`config.mk`:
```
export PLATFORM = sky130hd
export DESIGN_NAME = vend_credit_ctrl
export DESIGN_NICKNAME = d
export VERILOG_FILES = /design/src/rtl/vend_credit_ctrl.sv
export SDC_FILE = /design/constraint.sdc
export NUM_CORES = 1
export LEC_CHECK = 0
export CORE_ASPECT_RATIO = 0.8
export CORE_MARGIN = 8
export CORE_UTILIZATION = 45
export CTS_BUF_LIST = sky130_fd_sc_hd__clkbuf_16
export DETAILED_ROUTE_END_ITERATION = 6
export MAX_ROUTING_LAYER = met4
export PLACE_DENSITY = 0.78
export SLEW_MARGIN = 15
export SYNTH_ARGS = -nofsm -noshare
export SYNTH_HDL_FRONTEND = slang
export SYNTH_SLANG_ARGS = --single-unit
```
`constraint.sdc`:
```
create_clock -name CLK -period 3.68 [get_ports CLK]
set_clock_uncertainty 0.1 [all_clocks]
set_input_delay 0.368 -clock CLK [delete_from_list [all_inputs] [get_ports CLK]]
set_output_delay 0.368 -clock CLK [all_outputs]
set_load 0.005 [all_outputs]
```
`src/rtl/vend_credit_ctrl.sv`:
```
// Coin-credit and vend controller: keeps the running credit, arbitrates coin,
// selection and cancel events, sequences dispense and change return, and drives
// the load strobes of the downstream credit display register bank.
//
// state   | meaning
// --------+-----------------------------------------------------------
// IDLE    | no credit held; coins accepted, selections refused
// COLLECT | credit > 0; coins, selections and cancel accepted
// VEND    | dispense_valid held for DISP_CYCLES; all inputs refused
// REFUND  | change_valid held with change_amount until change_ack
module vend_credit_ctrl #(
  parameter int unsigned CREDIT_W    = 8,
  parameter int unsigned MAX_CREDIT  = 95,
  parameter int unsigned PRICE0      = 15,
  parameter int unsigned PRICE1      = 20,
  parameter int unsigned PRICE2      = 25,
  parameter int unsigned PRICE3      = 30,
  parameter int unsigned DISP_CYCLES = 4
) (
  input  logic                CLK,
  input  logic                CLR,
  input  logic                coin_valid,
  input  logic [1:0]          coin_type,
  input  logic                sel_valid,
  input  logic [1:0]          sel_item,
  input  logic                cancel,
  input  logic                change_ack,
  output logic [CREDIT_W-1:0] credit,
  output logic                coin_rej,
  output logic                insuf,
  output logic                dispense_valid,
  output logic [1:0]          dispense_item,
  output logic                change_valid,
  output logic [CREDIT_W-1:0] change_amount,
  output logic [CREDIT_W-1:0] reg_d,
  output logic                reg_en,
  output logic                reg_l
);

  localparam int unsigned CNT_W = (DISP_CYCLES > 1) ? $clog2(DISP_CYCLES) : 1;

  typedef enum logic [1:0] {IDLE, COLLECT, VEND, REFUND} state_t;

  state_t              state_q, state_d;
  logic [CREDIT_W-1:0] credit_q, credit_d;
  logic [CNT_W-1:0]    cnt_q, cnt_d;
  logic                coin_rej_q, coin_rej_d;
  logic                insuf_q, insuf_d;
  logic                disp_valid_q, disp_valid_d;
  logic [1:0]          disp_item_q, disp_item_d;
  logic                chg_valid_q, chg_valid_d;
  logic [CREDIT_W-1:0] chg_amount_q, chg_amount_d;
  logic [CREDIT_W-1:0] reg_d_q, reg_d_d;
  logic                reg_l_q, reg_l_d;
  logic                reg_en_q;

  logic [CREDIT_W:0]   coin_val;
  logic [CREDIT_W:0]   coin_sum;
  logic                coin_ok;
  logic [CREDIT_W-1:0] price;

  // Coin value and the widened sum so an overflowing coin can never wrap.
  always_comb begin
    coin_val = '0;
    case (coin_type)
      2'b00:   coin_val = (CREDIT_W+1)'(5);
      2'b01:   coin_val = (CREDIT_W+1)'(10);
      2'b10:   coin_val = (CREDIT_W+1)'(25);
      default: coin_val = '0;
    endcase
    coin_sum = {1'b0, credit_q} + coin_val;
    coin_ok  = (coin_type != 2'b11) && (coin_sum <= (CREDIT_W+1)'(MAX_CREDIT));
  end

  // Price lookup for the selected item.
  always_comb begin
    price = '0;
    case (sel_item)
      2'd0:    price = CREDIT_W'(PRICE0);
      2'd1:    price = CREDIT_W'(PRICE1);
      2'd2:    price = CREDIT_W'(PRICE2);
      default: price = CREDIT_W'(PRICE3);
    endcase
  end

  // Next-state and registered-output computation with event priority cancel > sel > coin.
  always_comb begin
    state_d      = state_q;
    credit_d     = credit_q;
    cnt_d        = cnt_q;
    coin_rej_d   = 1'b0;
    insuf_d      = 1'b0;
    disp_valid_d = disp_valid_q;
    disp_item_d  = disp_item_q;
    chg_valid_d  = chg_valid_q;
    chg_amount_d = chg_amount_q;
    reg_d_d      = reg_d_q;
    reg_l_d      = 1'b0;

    case (state_q)
      IDLE, COLLECT: begin
        if (cancel && state_q == COLLECT) begin
          state_d      = REFUND;
          chg_valid_d  = 1'b1;
          chg_amount_d = credit_q;
          coin_rej_d   = coin_valid;
        end else if (sel_valid) begin
          coin_rej_d = coin_valid;
          if (state_q == COLLECT && credit_q >= price) begin
            credit_d     = credit_q - price;
            disp_item_d  = sel_item;
            disp_valid_d = 1'b1;
            cnt_d        = CNT_W'(DISP_CYCLES - 1);
            state_d      = VEND;
          end else begin
            insuf_d = 1'b1;
          end
        end else if (coin_valid) begin
          if (coin_ok) begin
            credit_d = coin_sum[CREDIT_W-1:0];
            state_d  = COLLECT;
          end else begin
            coin_rej_d = 1'b1;
          end
        end
      end
      VEND: begin
        coin_rej_d = coin_valid;
        if (cnt_q == '0) begin
          disp_valid_d = 1'b0;
          if (credit_q != '0) begin
            state_d      = REFUND;
            chg_valid_d  = 1'b1;
            chg_amount_d = credit_q;
          end else begin
            state_d = IDLE;
          end
        end else begin
          cnt_d = cnt_q - 1'b1;
        end
      end
      default: begin
        coin_rej_d = coin_valid;
        if (change_ack) begin
          credit_d    = '0;
          chg_valid_d = 1'b0;
          state_d     = IDLE;
        end
      end
    endcase

    // Display register loads exactly when the credit value moves.
    if (credit_d != credit_q) begin
      reg_l_d = 1'b1;
      reg_d_d = credit_d;
    end
  end

  // State and output registers; reset aborts any vend or refund in flight.
  always_ff @(posedge CLK or posedge CLR) begin
    if (CLR) begin
      state_q      <= IDLE;
      credit_q     <= '0;
      cnt_q        <= '0;
      coin_rej_q   <= 1'b0;
      insuf_q      <= 1'b0;
      disp_valid_q <= 1'b0;
      disp_item_q  <= 2'd0;
      chg_valid_q  <= 1'b0;
      chg_amount_q <= '0;
      reg_d_q      <= '0;
      reg_l_q      <= 1'b0;
      reg_en_q     <= 1'b0;
    end else begin
      state_q      <= state_d;
      credit_q     <= credit_d;
      cnt_q        <= cnt_d;
      coin_rej_q   <= coin_rej_d;
      insuf_q      <= insuf_d;
      disp_valid_q <= disp_valid_d;
      disp_item_q  <= disp_item_d;
      chg_valid_q  <= chg_valid_d;
      chg_amount_q <= chg_amount_d;
      reg_d_q      <= reg_d_d;
      reg_l_q      <= reg_l_d;
      reg_en_q     <= 1'b1;
    end
  end

  assign credit         = credit_q;
  assign coin_rej       = coin_rej_q;
  assign insuf          = insuf_q;
  assign dispense_valid = disp_valid_q;
  assign dispense_item  = disp_item_q;
  assign change_valid   = chg_valid_q;
  assign change_amount  = chg_amount_q;
  assign reg_d          = reg_d_q;
  assign reg_l          = reg_l_q;
  assign reg_en         = reg_en_q;

endmodule

```
==> impl_metrics.json <==
{
  "post_drt_wl_per_cell_um": 17.8,
  "netlist_top_cells_count": "sky130_fd_sc_hd__dfrtp_1, sky130_fd_sc_hd__nand2_1, sky130_fd_sc_hd__inv_1, sky130_fd_sc_hd__nor2_1, sky130_fd_sc_hd__ha_1",
  "regToRegSetupSlack_ps": -120,
  "syn_inst": 322,
  "vertical_extent_of_the_die_um": 86.9,
  "avgSynthCellArea_um2": 8.78,
  "grt_overflow": 0,
  "fillCellCount": 496,
  "critical_path.reg2reg.startpoint": "credit[0]",
  "areaGrowthSynthToFinish_pct": 56.9,
  "cts_tree": "done",
  "dieArea_um2": 9090,
  "synth.top_cells.by_area": "sky130_fd_sc_hd__dfrtp_1, sky130_fd_sc_hd__ha_1, sky130_fd_sc_hd__mux2_4",
  "min_from": "change_amount[0]",
  "antenna_found_initial": 0,
  "synth-edff-count": 0,
  "outcome": "finished, violations left",
  "synthesis.area_um2": 2830,
  "initial_core_util_pct": 45.3,
  "mappedNetlistNets": 353,
  "timing.critical_path.mode_cell": "sky130_fd_sc_hd__buf_6",
  "route.detailed.drc": 0,
  "core-area_um2": 6250,
  "max_slew_vio_count": 0,
  "fin_nets": 485,
  "ff2ff_path_depth": 16,
  "max-slew-margin-rel_pct": 61.9,
  "rsz0062_at_grt": "true",
  "synth_cell_types": 67,
  "grt_util_all_layers_pct": 22.1,
  "numCtsBuffers": 5,
  "post-synth-top-area-cell": "sky130_fd_sc_hd__dfrtp_1",
  "via_count_of_the_first_global_routing_pass": 3041,
  "final-setup-viol-count": 8,
  "io_buffers": 41,
  "drt_first_pass_iters": 5,
  "worst_slack_ps": -140,
  "critical_path.cell_chain": "buf_12 > inv_12 > ha_4 > nor2_2 > nor2_2 > ha_2 > inv_2 > fa_2 > nand2b_4 > buf_6 > a21oi_4 > buf_6 > o31ai_2 > and4_1 > a31oi_1 > o2bb2ai_1 > or4_4 > a2111o_1 > buf_6 > mux2_4",
  "worst_vdd_ir_v": 0.000656,
  "max_clock_freq_mhz": 262,
  "end_point_of_the_worst_hold_path": "change_amount[0]",
  "min_period_over_period_pct": 104,
  "fin_setup_tns_ps": -1020,
  "yosys_warnings": 0,
  "clock_latency_of_the_later_clocked_register_in_the_worst_skew_pair_ps": 280,
  "grt_max_degree": 37,
  "power_density_nw_per_um2": 745,
  "ctsRootBufferMaster": "sky130_fd_sc_hd__clkbuf_16",
  "async_reset_ff_share_pct": 100,
  "tritoncts_num_sinks": 36,
  "period_needed_ps": 3820,
  "data_arrival_time_of_the_worst_path_ps": 3880,
  "utilization_pct": 71.1,
  "critPathMaxFanout": 5,
  "worst_hold_slack_across_all_endpoints_ps": 375,
  "synth.yosys.seq_area_share_pct": 31.9,
  "timing.critical_path.slowest_stage_cell": "sky130_fd_sc_hd__or4_4",
  "startpoint_type": "primary input",
  "postRouteWirelength_mm": 9.61,
  "vias_per_cell": 5.69,
  "routabilityCongestion": 0.995,
  "drtAntennaViolNets": 0,
  "drive_above_1_share_pct": 35.2,
  "flip_flop_and_latch_count_after_synthesis": 36,
  "hold_path_class": "reg -> reg",
  "worstSetupPathType": "in -> reg",
  "die_w_um": 105,
  "timing.final.hold_violations": 0,
  "dr_total_vias": 3066,
  "power.static_leakage_nw": 2.08,
  "setup.worst_path.end_class": "flip-flop",
  "failed_checks": "setup timing",
  "clkSlewWorstSetupHoldPaths_ps": 50,
  "post-layout-total-power_mw": 3.30,
  "antennaDiodeCount": 0,
  "ctsLongestPathBuffers": 2,
  "crit_path_max_cell_delay_ps": 510,
  "pin_count": 42,
  "h-tree-depth": 2,
  "max_slew.worst_pin.slew_ps": 572,
  "num_rows": 26,
  "detailedRoute.firstIterationViolations": 284,
  "synthFlopType": "sky130_fd_sc_hd__dfrtp_1",
  "hold-path-cell-count": 2,
  "yosys.cell_count.top_type": "sky130_fd_sc_hd__dfrtp_1",
  "dp.final_hpwl_mm": 7.17,
  "r2r_end": "reg_d[5]",
  "cap_violations": 0,
  "critical_path_required_ps": 3740,
  "synthDominantCellAreaShare_pct": 31.9,
  "grt_first_pass_wirelength_mm": 15.6
}
## metal layers
layer  track usage [%]  wire length (um)
met1              28.8              4310
met2              34.4              4360
met3              4.22               742
met4              6.07               193
met5                 -                 0
## critical path: cells and delay by family
| kind | cells | cell delay [ps] |
|---|---|---|
| AOI/OAI and AO/OA | 5 | 930 |
| adders and majority gates | 3 | 690 |
| buffers and inverters | 6 | 630 |
| muxes | 1 | 290 |
| and+or+nand+nor | 5 | 970 |
## stage by stage
step                      cells  area, um^2  setup slack, ps
after floorplan             322        2930            -20.8
after global placement      516        4010             -798
after detailed placement    516        4010             -839
after CTS                   532        4290             -338
after global routing        539        4440             -267
final                       539        4440             -140
## where the power goes
group | total (mW) | internal [mW] | leakage, nW | switching [mW]
Combinational | 2.25 | 1.18 | 1.54 | 1.08
Sequential | 0.643 | 0.543 | 0.467 | 0.0997
Clock | 0.407 | 0.249 | 0.0736 | 0.158
## how the worst max path moves through the flow
stage	startpoint	endpoint	cells past startpoint
2_1_floorplan	coin_type[0]	reg_d[0]	17
3_3_place_gp	coin_type[1]	reg_d[2]	19
3_5_place_dp	coin_type[1]	reg_d[2]	18
4_1_cts	coin_type[0]	reg_d[5]	20
5_1_grt	coin_type[1]	reg_d[5]	20
6_report	coin_type[1]	reg_d[5]	20
## state kept, by name (all words and copies together) (netlist names)
name and flops:
change_amount 8, change_valid 1, cnt_q 2, coin_rej 1
credit 8, dispense_item 2, dispense_valid 1, insuf 1
reg_d 8, reg_en 1, reg_l 1, state_q 2
## final cells by class
cell class | instances | area (um^2) | area share [%]
Timing Repair Buffer | 141 | 1210 | 27.3
Sequential cell | 36 | 901 | 20.3
Clock buffer | 5 | 125 | 2.82
Clock inverter | 3 | 18.8 | 0.423
Tap cell | 84 | 105 | 2.37
Inverter | 23 | 115 | 2.59
Multi-Input combinational cell | 247 | 1960 | 44.2
## timing repair
action,4_1_cts,5_1_grt
hold buffers,0,0
pin swaps,12,30
endpoints found under the hold margin,0,0
resized for setup,27,25
cloned,1,0
endpoints found under the setup margin,9,9
setup buffers,7,9
## cell families (layout without fill, tap and decap cells)
kind of cell               count (synthesis)  in the layout  share of synthesized area [%]
and+or+nand+nor                          108            108                           19.3
AOI/OAI and AO/OA                         95             95                           23.8
buffers and inverters                     39            172                           5.88
DFF                                       36             36                           31.9
adders and majority gates                 21             21                           9.82
muxes                                     17             17                           7.61
xor gates and xnor gates                   5              5                           1.55
other                                      1              1                          0.133
## layout by cell type, fill, tap and decap left out, types with 3 or more instances in the layout
master                            netlist  final
sky130_fd_sc_hd__mux2_2                 4      4
sky130_fd_sc_hd__and3_1                 4      4
sky130_fd_sc_hd__nand2_1               31     29
sky130_fd_sc_hd__nor4_1                 3      3
sky130_fd_sc_hd__or3_1                  4      4
sky130_fd_sc_hd__a21oi_1               18     17
sky130_fd_sc_hd__clkbuf_16              0      5
sky130_fd_sc_hd__a31oi_1                4      4
sky130_fd_sc_hd__clkdlybuf4s50_1        0     37
sky130_fd_sc_hd__nand4_1                5      5
sky130_fd_sc_hd__nor2_2                 0      4
sky130_fd_sc_hd__dfrtp_1               36     36
sky130_fd_sc_hd__nor2_1                21     17
sky130_fd_sc_hd__o21ai_0               18     18
sky130_fd_sc_hd__and2_1                 4      4
sky130_fd_sc_hd__xnor2_1                4      4
sky130_fd_sc_hd__a21o_1                 5      4
sky130_fd_sc_hd__buf_4                  0     93
sky130_fd_sc_hd__ha_4                   0      3
sky130_fd_sc_hd__a221oi_1               3      3
sky130_fd_sc_hd__nor2b_1                5      4
sky130_fd_sc_hd__mux2i_1                5      5
sky130_fd_sc_hd__a211oi_1               3      3
sky130_fd_sc_hd__buf_6                  2      7
sky130_fd_sc_hd__mux2_4                 8      8
sky130_fd_sc_hd__nand3_1                3      3
sky130_fd_sc_hd__ha_1                  19     15
sky130_fd_sc_hd__nor3_1                13     11
sky130_fd_sc_hd__o21a_1                 4      4
sky130_fd_sc_hd__inv_1                 23     19
No activity file was read; power rests on OpenSTA's default activity.
